[src/rtl/fetch_unit_if.sv]
// Fetch-unit bus bundle: instruction-memory request/response, redirect input,
// and the valid/ready handshake toward decode.
interface fetch_unit_if #(
  parameter int DEPTH = 2
);
  localparam int CNT_W = $clog2(DEPTH) + 1;

  logic             imem_req;
  logic [31:0]      imem_addr;
  logic [31:0]      imem_rdata;
  logic             redirect_en;
  logic [31:0]      redirect_pc;
  logic [31:0]      instr_out;
  logic [31:0]      pc_out;
  logic [31:0]      pcplusfour_out;
  logic             valid_out;
  logic             ready_in;
  logic [CNT_W-1:0] count_out;

  modport master (
    output imem_req, imem_addr, instr_out, pc_out, pcplusfour_out, valid_out, count_out,
    input  imem_rdata, redirect_en, redirect_pc, ready_in
  );

  modport slave (
    input  imem_req, imem_addr, instr_out, pc_out, pcplusfour_out, valid_out, count_out,
    output imem_rdata, redirect_en, redirect_pc, ready_in
  );
endinterface

[src/rtl/fetch_unit.sv]
// Instruction fetch front-end: PC register, credit-limited requests to a
// one-cycle-latency instruction memory, and a small {pc, instr} FIFO to decode.
module fetch_unit #(
  parameter logic [31:0] RESET_PC = 32'h0000_0000,
  parameter int          DEPTH    = 2
) (
  input  logic         clk,
  input  logic         rst,
  fetch_unit_if.master bus
);
  localparam int               PTR_W   = $clog2(DEPTH);
  localparam int               CNT_W   = PTR_W + 1;
  localparam logic [CNT_W:0]   DEPTH_C = DEPTH[CNT_W:0];

  logic [31:0]      pc_q, pc_d;
  logic [31:0]      req_pc_q, req_pc_d;
  logic             inflight_q, inflight_d;
  logic [PTR_W-1:0] head_q, head_d;
  logic [PTR_W-1:0] tail_q, tail_d;
  logic [CNT_W-1:0] count_q, count_d;
  logic [31:0]      fifo_pc_q    [DEPTH];
  logic [31:0]      fifo_instr_q [DEPTH];

  logic             valid;
  logic             pop;
  logic             push;
  logic             req;
  logic [CNT_W:0]   credit;

  always_comb begin
    valid  = (count_q != '0);
    pop    = valid & bus.ready_in & ~bus.redirect_en;
    push   = inflight_q & ~bus.redirect_en;
    // Slots already owed to the in-flight response count as occupied.
    credit = {1'b0, count_q} + {{CNT_W{1'b0}}, inflight_q} - {{CNT_W{1'b0}}, pop};
    req    = ~rst & ~bus.redirect_en & (credit < DEPTH_C);

    pc_d       = pc_q;
    req_pc_d   = req_pc_q;
    inflight_d = 1'b0;
    head_d     = head_q;
    tail_d     = tail_q;
    count_d    = count_q;

    if (bus.redirect_en) begin
      pc_d    = {bus.redirect_pc[31:2], 2'b00};
      head_d  = '0;
      tail_d  = '0;
      count_d = '0;
    end else begin
      if (req) begin
        pc_d       = pc_q + 32'd4;
        req_pc_d   = pc_q;
        inflight_d = 1'b1;
      end
      if (pop)
        head_d = head_q + PTR_W'(1);
      if (push)
        tail_d = tail_q + PTR_W'(1);
      count_d = count_q + {{PTR_W{1'b0}}, push} - {{PTR_W{1'b0}}, pop};
    end
  end

  always_ff @(posedge clk or posedge rst) begin
    if (rst) begin
      pc_q       <= RESET_PC;
      req_pc_q   <= RESET_PC;
      inflight_q <= 1'b0;
      head_q     <= '0;
      tail_q     <= '0;
      count_q    <= '0;
    end else begin
      pc_q       <= pc_d;
      req_pc_q   <= req_pc_d;
      inflight_q <= inflight_d;
      head_q     <= head_d;
      tail_q     <= tail_d;
      count_q    <= count_d;
    end
  end

  // Storage needs no reset: head outputs are masked whenever the FIFO is empty.
  always_ff @(posedge clk) begin
    if (push) begin
      fifo_pc_q[tail_q]    <= req_pc_q;
      fifo_instr_q[tail_q] <= bus.imem_rdata;
    end
  end

  assign bus.imem_req       = req;
  assign bus.imem_addr      = pc_q;
  assign bus.valid_out      = valid;
  assign bus.count_out      = count_q;
  assign bus.instr_out      = valid ? fifo_instr_q[head_q] : 32'h0;
  assign bus.pc_out         = valid ? fifo_pc_q[head_q] : 32'h0;
  assign bus.pcplusfour_out = valid ? fifo_pc_q[head_q] + 32'd4 : 32'h0;
endmodule

[src/flat_wrapper.sv]
// flat-port wrapper written by rule: the top's interface ports become plain ports
module fetch_unit_flat 
#(
  parameter logic [31:0] RESET_PC = 32'h0000_0000,
  parameter int          DEPTH    = 2
)
  (clk, rst, bus_imem_req, bus_imem_addr, bus_instr_out, bus_pc_out, bus_pcplusfour_out, bus_valid_out, bus_count_out, bus_imem_rdata, bus_redirect_en, bus_redirect_pc, bus_ready_in);
  fetch_unit_if #(.DEPTH(DEPTH)) bus_i ();
  input  logic clk;
  input  logic rst;
  output wire logic [$bits(bus_i.imem_req)-1:0] bus_imem_req;
  output wire logic [$bits(bus_i.imem_addr)-1:0] bus_imem_addr;
  output wire logic [$bits(bus_i.instr_out)-1:0] bus_instr_out;
  output wire logic [$bits(bus_i.pc_out)-1:0] bus_pc_out;
  output wire logic [$bits(bus_i.pcplusfour_out)-1:0] bus_pcplusfour_out;
  output wire logic [$bits(bus_i.valid_out)-1:0] bus_valid_out;
  output wire logic [$bits(bus_i.count_out)-1:0] bus_count_out;
  input wire logic [$bits(bus_i.imem_rdata)-1:0] bus_imem_rdata;
  input wire logic [$bits(bus_i.redirect_en)-1:0] bus_redirect_en;
  input wire logic [$bits(bus_i.redirect_pc)-1:0] bus_redirect_pc;
  input wire logic [$bits(bus_i.ready_in)-1:0] bus_ready_in;
  assign bus_imem_req = bus_i.imem_req;
  assign bus_imem_addr = bus_i.imem_addr;
  assign bus_instr_out = bus_i.instr_out;
  assign bus_pc_out = bus_i.pc_out;
  assign bus_pcplusfour_out = bus_i.pcplusfour_out;
  assign bus_valid_out = bus_i.valid_out;
  assign bus_count_out = bus_i.count_out;
  assign bus_i.imem_rdata = bus_imem_rdata;
  assign bus_i.redirect_en = bus_redirect_en;
  assign bus_i.redirect_pc = bus_redirect_pc;
  assign bus_i.ready_in = bus_ready_in;
  fetch_unit #(.RESET_PC(RESET_PC), .DEPTH(DEPTH)) u_core (.clk(clk), .rst(rst), .bus(bus_i));
endmodule
[config.mk]
export PLATFORM = sky130hd
export DESIGN_NAME = fetch_unit_flat
export DESIGN_NICKNAME = d
export VERILOG_FILES = /design/src/rtl/fetch_unit_if.sv /design/src/rtl/fetch_unit.sv /design/src/flat_wrapper.sv
export SDC_FILE = /design/constraint.sdc
export NUM_CORES = 1
export LEC_CHECK = 0
export CORE_MARGIN = 2
export CORE_UTILIZATION = 45
export DETAILED_ROUTE_END_ITERATION = 8
export PLACE_DENSITY = 0.73
export SKIP_CTS_REPAIR_TIMING = 1
export SLEW_MARGIN = 20
export SYNTH_ARGS = -nofsm -noshare
export SYNTH_HDL_FRONTEND = slang
export SYNTH_SLANG_ARGS = --single-unit
[constraint.sdc]
create_clock -name clk -period 6.15 [get_ports clk]
set_input_delay 1.23 -clock clk [delete_from_list [all_inputs] [get_ports clk]]
set_output_delay 1.23 -clock clk [all_outputs]
set_load 0.005 [all_outputs]
; ---- Yosys cells after proc, flatten, opt, wreduce, memory -nomap -nowiden
; Memories as Yosys holds them, arrays and structs flattened.
; Cells that the tools add are included.
; Widths: inputs -> output; s select.
[op_classes]
addsub = 8
n_mul = 0
n_div = 0
order_cmp = 1
eq_ne = 0
n_shift = 0
muxes = 14
bitwise_logic = 7
n_reduce_logical = 5
[op_table]
columns = operator, count
row1 = $mux 32, 5
row2 = $add 32x3->32 const B, 2
row3 = $mux 1, 8
row4 = $reduce_bool 2->1, 4
row5 = $and 1x1->1, 5
row6 = $add 2x1->3, 1
row7 = $lt 3x2->1 const B, 1
row8 = $sub 3x1->3, 1
row9 = $add 1x1->1 const B, 2
row10 = $add 2x1->2, 1
row11 = $mux 2, 1
row12 = $not 1->1, 2
row13 = $reduce_and 2->1, 1
row14 = $sub 2x1->2, 1
[word_totals]
reg_bits = 69
latch_bits = 0
ram_bits = 128
romBits = 0
inputBits = 68
out_inout_bits = 132
word_cells = 43
mem_count = 2
[mem_list]
columns = memory, depth, width, read_ports, rd_clocked_by_memory_dff, write_ports, line_no
row1 = u_core.fifo_instr_q, 2, 32, 1, 0, 1, fetch_unit.sv:22  ; logic [31:0] fifo_instr_q [DEPTH];
row2 = u_core.fifo_pc_q, 2, 32, 1, 0, 1, fetch_unit.sv:21  ; logic [31:0] fifo_pc_q [DEPTH];

; ---- Longest topological paths before layout
; Gate-level depths: netlist of the first run.
[logic_depth]
word_depth = 8
depth_mapped = 14
mapped_depth_nobuf = 13

; ---- Worst setup path before layout of the first run
; OpenSTA, ideal clock, no wires.
[synth_path]
path_kind = input -> register
from = input bus_redirect_en
to = memory u_core.fifo_instr_q[0][0], enable pin
setup_time_ns = 0.490
t_arrival_ns = 4.160
t_required_ns = 5.660
setup_slack_ns = 1.500
cell_stages = 2
path_buffers = 0
path_cell_list = nor2b_1 > nor2b_1
[synth_via]
elab_chain_len = 4
[synth_lines]
columns = item, line_no
row1 = from (decl), flat_wrapper.sv:19  ; input wire logic [$bits(bus_i.redirect_en)-1:0] bus_redirect_en;
row2 = $not 1->1 (no line), -
row3 = $and 1x1->1, fetch_unit.sv:33  ; push = inflight_q & ~bus.redirect_en;
row4 = $mux 1, fetch_unit.sv:84  ; if (push) begin
row5 = $mux 1 (not written as such), fetch_unit.sv:86  ; fifo_instr_q[tail_q] <= bus.imem_rdata;
row6 = to (decl), fetch_unit.sv:22
; No other way between the ends.

; ---- Final worst setup path of the first run
[layout_path]
from = register u_core.head_q
to = output bus_pcplusfour_out[30]
[layout_via]
elab_chain_len = 3
[layout_lines]
columns = item, line_no
row1 = from (decl), fetch_unit.sv:18  ; logic [PTR_W-1:0] head_q, head_d;
row2 = from (signal assigned), fetch_unit.sv:69  ; head_q <= '0;
row3 = from (signal assigned), fetch_unit.sv:76  ; head_q <= head_d;
row4 = $mem_v2 2x32, -
row5 = $add 32x3->32, fetch_unit.sv:96  ; assign bus.pcplusfour_out = valid ? fifo_pc_q[head_q] + 32'd4 : 32'h0;
row6 = $mux 32, fetch_unit.sv:96
row7 = to (decl), flat_wrapper.sv:15  ; output wire logic [$bits(bus_i.pcplusfour_out)-1:0] bus_pcplusfour_out;
; No other way between the ends.

==> results.yml, run 1 <==
route:
  ant_nets: 0
  top_layer_used: "met4"
  dr.pass1.iters: 4
  wl_per_cell_um: 17.0
  dr_wl_met2_um: 9790
  drc: 0
  vias: 6189
  routed_wl_um: 20100
  drtIter0Drc: 286
  m1WireLength_um: 8880
  vias_per_cell: 5.24
  dr_wl_met3_um: 1140
sta:
  slew_headroom_pct: 37.9
  rsz0062_at_grt: "false"
  setup_tns_ns: 0
  hold_viol_final: 0
  period_needed_ns: 5.39
  setup_viol: 0
  worst_pin_slew_ns: 0.928
  maxSlewViolCount: 0
  fmaxAchievable_ghz: 0.185
  period_share_pct: 87.7
  fin_skew_ns: 0.00685
global_routing:
  grt_pass1_wl_um: 31000
  antenna_found_initial: 0
  grt_pass1_vias: 5975
  grt_max_degree: 86
  grt-ovfl-total: 0
  grt_usage_pct: 19.5
run_status:
  status: "completed"
floorplan:
  start_util_pct: 45.6
  ioPinCount: 200
  row_count: 51
  fp.dieW_um: 144
  die-height_um: 144
  die_area_mm2: 0.0207
  fp.coreArea_mm2: 0.0193
power:
  power_density_mw_per_mm2: 327
  peakVddDrop_v: 0.000239
  p_leak_uw: 0.00398
place:
  hpwlAfterDp_um: 13900
  placed_cell_area_mm2: 0.0110
  numPortBuffers: 191
  place_congestion: 0.852
synthesis:
  yosysWarnings: 0
  synthTopCellsByCount: "edfxtp_1 (124), nor2_1 (90), dfrtp_1 (65)"
  synth.most_common_cell: "edfxtp_1"
  synth_top_area_cell: "edfxtp_1"
  synth_cell_types: 52
  async_flop_share_pct: 34.4
  netlist_instances: 719
  syn_area_mm2: 0.00881
  avgSynthCellArea_um2: 12.3
  synth_top_area_share_pct: 42.3
  synthFlopType: "edfxtp_1"
  ys_ff_latch: 189
  synth_area_leaders: "edfxtp_1 (42%), dfrtp_1 (18%), mux2i_1 (6.6%)"
  synth_edf_count: 124
  ys_seq_area_share_pct: 60.7
setup_path:
  r2r-end: "u_core.bus.imem_addr[30]"
  rrSetupSlack_ns: 2.34
  path_depth: 7
  path_cells: "buf_4, nand4_1, nand2_1, nand4_1, o41a_1, nor3_1, clkdlybuf4s50_1"
  critPathBufInv: 2
  endpoint: "bus_pcplusfour_out[30]"
  critPathMaxStageDelay_ns: 0.98
  cp-startpoint: "u_core.head_q"
  worstSetupPathType: "reg -> out"
  end_kind: "primary output"
  arrival_ns: 4.16
  r2r_start: "u_core.bus.count_out[1]"
  worst_path_max_delay_cell: "dfrtp_4"
  required_ns: 4.92
  cp_max_fo: 66
  reg2regPathDepth: 13
  worstSetupStartpointType: "register"
  cp_top_family: "buffers and inverters"
  cpMostUsedCell: "nand4_1"
clock_network:
  cts_tree: "built"
  clock_latency_ns: 0.42
  clock-sinks: 189
  cts_buffer_depth: 2
  numCtsBuffers: 17
  clk_pin_slew_worst_paths_ns: 0.06
  cts_root_buf: "clkbuf_16"
  htree_levels: 4
finish:
  fin_nets: 977
  antennaDiodeCount: 0
  n_fill_cell: 1557
  areaGrowthSynthToFinish_pct: 31.1
  drive_gt1_share_pct: 9.83
  design_area_mm2: 0.0116
flow_run:
  maxCapViolCount: 0
hold_path:
  holdCritPathClass: "reg -> reg"
## layout make-up
cell class / instances / area [um^2] / share of cell area [%]
Clock buffer: 23 / 533 / 4.61
Clock inverter: 9 / 66.3 / 0.574
Inverter: 10 / 37.5 / 0.325
Multi-Input combinational cell: 483 / 3240 / 28.0
Sequential cell: 189 / 5350 / 46.3
Tap cell: 265 / 332 / 2.87
Timing Repair Buffer: 202 / 1990 / 17.3
## worst min-delay path by stage
stage          slack, ns           startpoint                 endpoint  depth (start not counted)
4_1_cts             0.47  u_core.req_pc_q[27]  u_core.fifo_pc_q[0][27]                          0
2_1_floorplan       0.44  u_core.req_pc_q[10]  u_core.fifo_pc_q[0][10]                          0
5_1_grt             0.49  u_core.req_pc_q[27]  u_core.fifo_pc_q[0][27]                          0
3_5_place_dp        0.46  u_core.req_pc_q[27]  u_core.fifo_pc_q[0][27]                          0
3_3_place_gp        0.45  u_core.req_pc_q[27]  u_core.fifo_pc_q[0][27]                          0
6_report            0.48  u_core.req_pc_q[27]  u_core.fifo_pc_q[0][27]                          0
## placed cells by master (no fill, tap or decap), types with 9 or more instances in the layout
cell type	n
mux2i_1	58
mux2_2	36
nand3_1	22
nand2_1	54
o21ai_0	36
clkdlybuf4s50_1	191
nand4_1	23
nor2_1	89
xor2_1	24
a31oi_1	12
xnor2_1	12
buf_4	11
nor2b_1	11
edfxtp_1	124
dfrtp_1	64
o31ai_1	9
clkbuf_16	20
nor3_1	9
## through the flow
step / utilization, % / power (uW) / hold slack [ns] / cells / setup slack (ns)
2_1_floorplan: - / 2240 / 0.438 / 724 / 1.50
3_3_place_gp: 56.7 / 2700 / 0.449 / 1149 / 1.23
3_5_place_dp: 56.7 / 2730 / 0.458 / 1149 / 1.24
4_1_cts: 59.8 / 3820 / 0.473 / 1181 / 0.743
5_1_grt: 59.8 / 3980 / 0.494 / 1181 / 0.475
6_report: 59.8 / 3780 / 0.475 / 1181 / 0.756
## registers in the layout, summed over array words and instances, names as in the netlist
name	count
u_core.inflight_q	1
u_core.fifo_instr_q	64
u_core.tail_q	1
u_core.req_pc_q	30
u_core.bus.count_out	2
u_core.head_q	1
u_core.fifo_pc_q	60
u_core.bus.imem_addr	30
## where the power goes
group / leakage (uW) / switching (uW) / internal, uW / total, uW
sequential: 0.00190 / 192 / 1600 / 1790
combinational: 0.00178 / 401 / 508 / 909
clock: 0.000299 / 463 / 617 / 1080
## metal layers
layer	GRT usage, %	vias to the layer above
li1	-	2996
met1	25.5	2997
met2	32.7	177
met3	4.37	19
met4	5.52	0
met5	0	-
## logic make-up (layout without fill, tap and decap cells)
| logic type | Yosys count | in the layout | share of synthesized area [%] |
|---|---|---|---|
| simple gates | 262 | 262 | 15.0 |
| other cells | 1 | 6 | 0.0426 |
| fa+ha+maj | 6 | 6 | 0.937 |
| buf+inv | 52 | 244 | 2.98 |
| mux | 94 | 94 | 11.2 |
| compound gates | 79 | 79 | 5.58 |
| xor+xnor | 36 | 36 | 3.58 |
| flops | 189 | 189 | 60.7 |
No activity file was read; power rests on OpenSTA's default activity.
==> run 2, diff against run 1 <==
- DONT_BUFFER_PORTS: not set -> 1
- PLACE_DENSITY: 0.73 -> not set
==> results.yml, run 2 (same netlist as run 1, synthesis figures left out) <==
clock_network:
  clock-sinks: 189
  clk_pin_slew_worst_paths_ns: 0.06
  clock_latency_ns: 0.43
  numCtsBuffers: 17
  cts_buffer_depth: 2
  cts_tree: "built"
  cts_root_buf: "clkbuf_16"
  htree_levels: 4
finish:
  max_flop_register: "u_core.fifo_instr_q"
  instances_no_fill: 987
  final_common_cell: "edfxtp_1"
  design_area_mm2: 0.00963
  areaGrowthSynthToFinish_pct: 9.29
  fin_nets: 783
  reg.largest.list: "u_core.fifo_instr_q (64), u_core.fifo_pc_q (60)"
  final_cell_mix: "edfxtp_1 (124), nor2_1 (89), dfrtp_1 (64)"
  largest_reg_flops: 64
  antennaDiodeCount: 0
  drive_gt1_share_pct: 11.8
sta:
  rsz0062_at_grt: "false"
  hold_ws_ns: 0.478
  period_share_pct: 80.3
  setup_viol: 0
  fmaxAchievable_ghz: 0.203
  slew_headroom_pct: 40.4
  worst_pin_slew_ns: 0.891
  maxSlewViolCount: 0
  setup_tns_ns: 0
  setup_ws_ns: 1.21
  period_needed_ns: 4.94
  fin_skew_ns: 0.0139
  hold_viol_final: 0
hold_path:
  holdCritPathClass: "reg -> reg"
place:
  placed_cell_area_mm2: 0.00902
  numPortBuffers: 0
  place_congestion: 0.872
  pre_cts_ws_ns: 1.61
  hpwlAfterDp_um: 13200
  placed_cells: 955
global_routing:
  grt_max_degree: 86
  grt_pass1_vias: 5288
  antenna_found_initial: 0
  grt_pass1_wl_um: 28700
  grt_usage_pct: 18.1
  grt-ovfl-total: 0
route:
  wl_per_cell_um: 18.9
  drc: 0
  drtIter0Drc: 263
  dr.pass1.iters: 4
  ant_nets: 0
  routed_wl_um: 18700
  vias_per_cell: 5.56
  vias: 5483
power:
  peakVddDrop_v: 0.000203
  power_density_mw_per_mm2: 362
  p_leak_uw: 0.00327
setup_path:
  end_kind: "primary output"
  cp_max_fo: 62
  path_cells: "buf_4, nand4_1, nand2_1, nand4_1, o41a_1, nor3_1"
  cpMostUsedCell: "nand4_1"
  worstSetupPathType: "reg -> out"
  critPathMaxStageDelay_ns: 0.92
  worstSetupStartpointType: "register"
  arrival_ns: 3.71
  worst_path_max_delay_cell: "dfrtp_4"
  required_ns: 4.92
floorplan:
  die_area_mm2: 0.0207
  fp.coreArea_mm2: 0.0193
  die-height_um: 144
  start_util_pct: 45.6
  ioPinCount: 200
  fp.dieW_um: 144
  row_count: 51
run_status:
  status: "completed"
flow_run:
  maxCapViolCount: 0
-- run 2: changes by cell type in the layout (fill, tap and decap cells not counted) --
cell             change
clkdlybuf4s50_1    -191
inv_4                +1
buf_4                -3
clkbuf_1             +2
clkbuf_16            +1
clkinv_2             -1
clkinvlp_4           -1
inv_6                -2
-- run 2: power breakdown --
part / switching (uW) / internal (uW) / total [uW] / leakage, uW
Combinational: 345 / 248 / 594 / 0.00106
Sequential: 190 / 1600 / 1790 / 0.00190
Clock: 456 / 640 / 1100 / 0.000305
Total: 991 / 2490 / 3480 / 0.00327
-- run 2: path summary, 6_finish.rpt --
path | startpoint | endpoint | slack [ns] | cells after the start
max in group asynchronous | rst | u_core.head_q | 4.62 | 2
min | u_core.req_pc_q[23] | u_core.fifo_pc_q[1][23] | 0.48 | 0
min in group asynchronous | rst | u_core.bus.imem_addr[19] | 0.90 | 2
min reg2reg | u_core.req_pc_q[23] | u_core.fifo_pc_q[1][23] | 0.48 | 0
max reg2reg | u_core.bus.count_out[1] | u_core.bus.imem_addr[30] | 2.30 | 13
max | u_core.head_q | bus_pcplusfour_out[30] | 1.21 | 6
-- run 2: per-layer routing --
layer	up-vias	GRT usage (%)	routed length [um]	share of wire [%]
met1	2664	22.7	8030	43
met4	0	7.02	444	2.4
li1	2610	-	-	-
met5	-	0	0	0
met3	31	6.53	1600	8.6
met2	178	28.8	8600	46
-- run 2: critical path: cells and delay by family (launching register included) --
kind	cells	cell delay (ns)
buf+inv	1	0.63
flops	1	0.92
compound gates	1	0.55
simple gates	4	1.16
-- run 2: cell type report --
| type | count | area, um^2 |
|---|---|---|
| Tap cell | 265 | 332 |
| Clock buffer | 26 | 566 |
| Fill cell | 1696 | 9710 |
| Inverter | 10 | 37.5 |
| Clock inverter | 6 | 42.5 |
| Timing Repair Buffer | 8 | 60.1 |
| Sequential cell | 189 | 5350 |
| Multi-Input combinational cell | 483 | 3240 |
-- run 2: per-stage QoR --
stage / power, uW / util, %
2_1_floorplan: 2240 / -
3_3_place_gp: 2400 / 46.7
3_5_place_dp: 2420 / 46.7
4_1_cts: 3520 / 49.8
5_1_grt: 3660 / 49.8
6_report: 3480 / 49.8
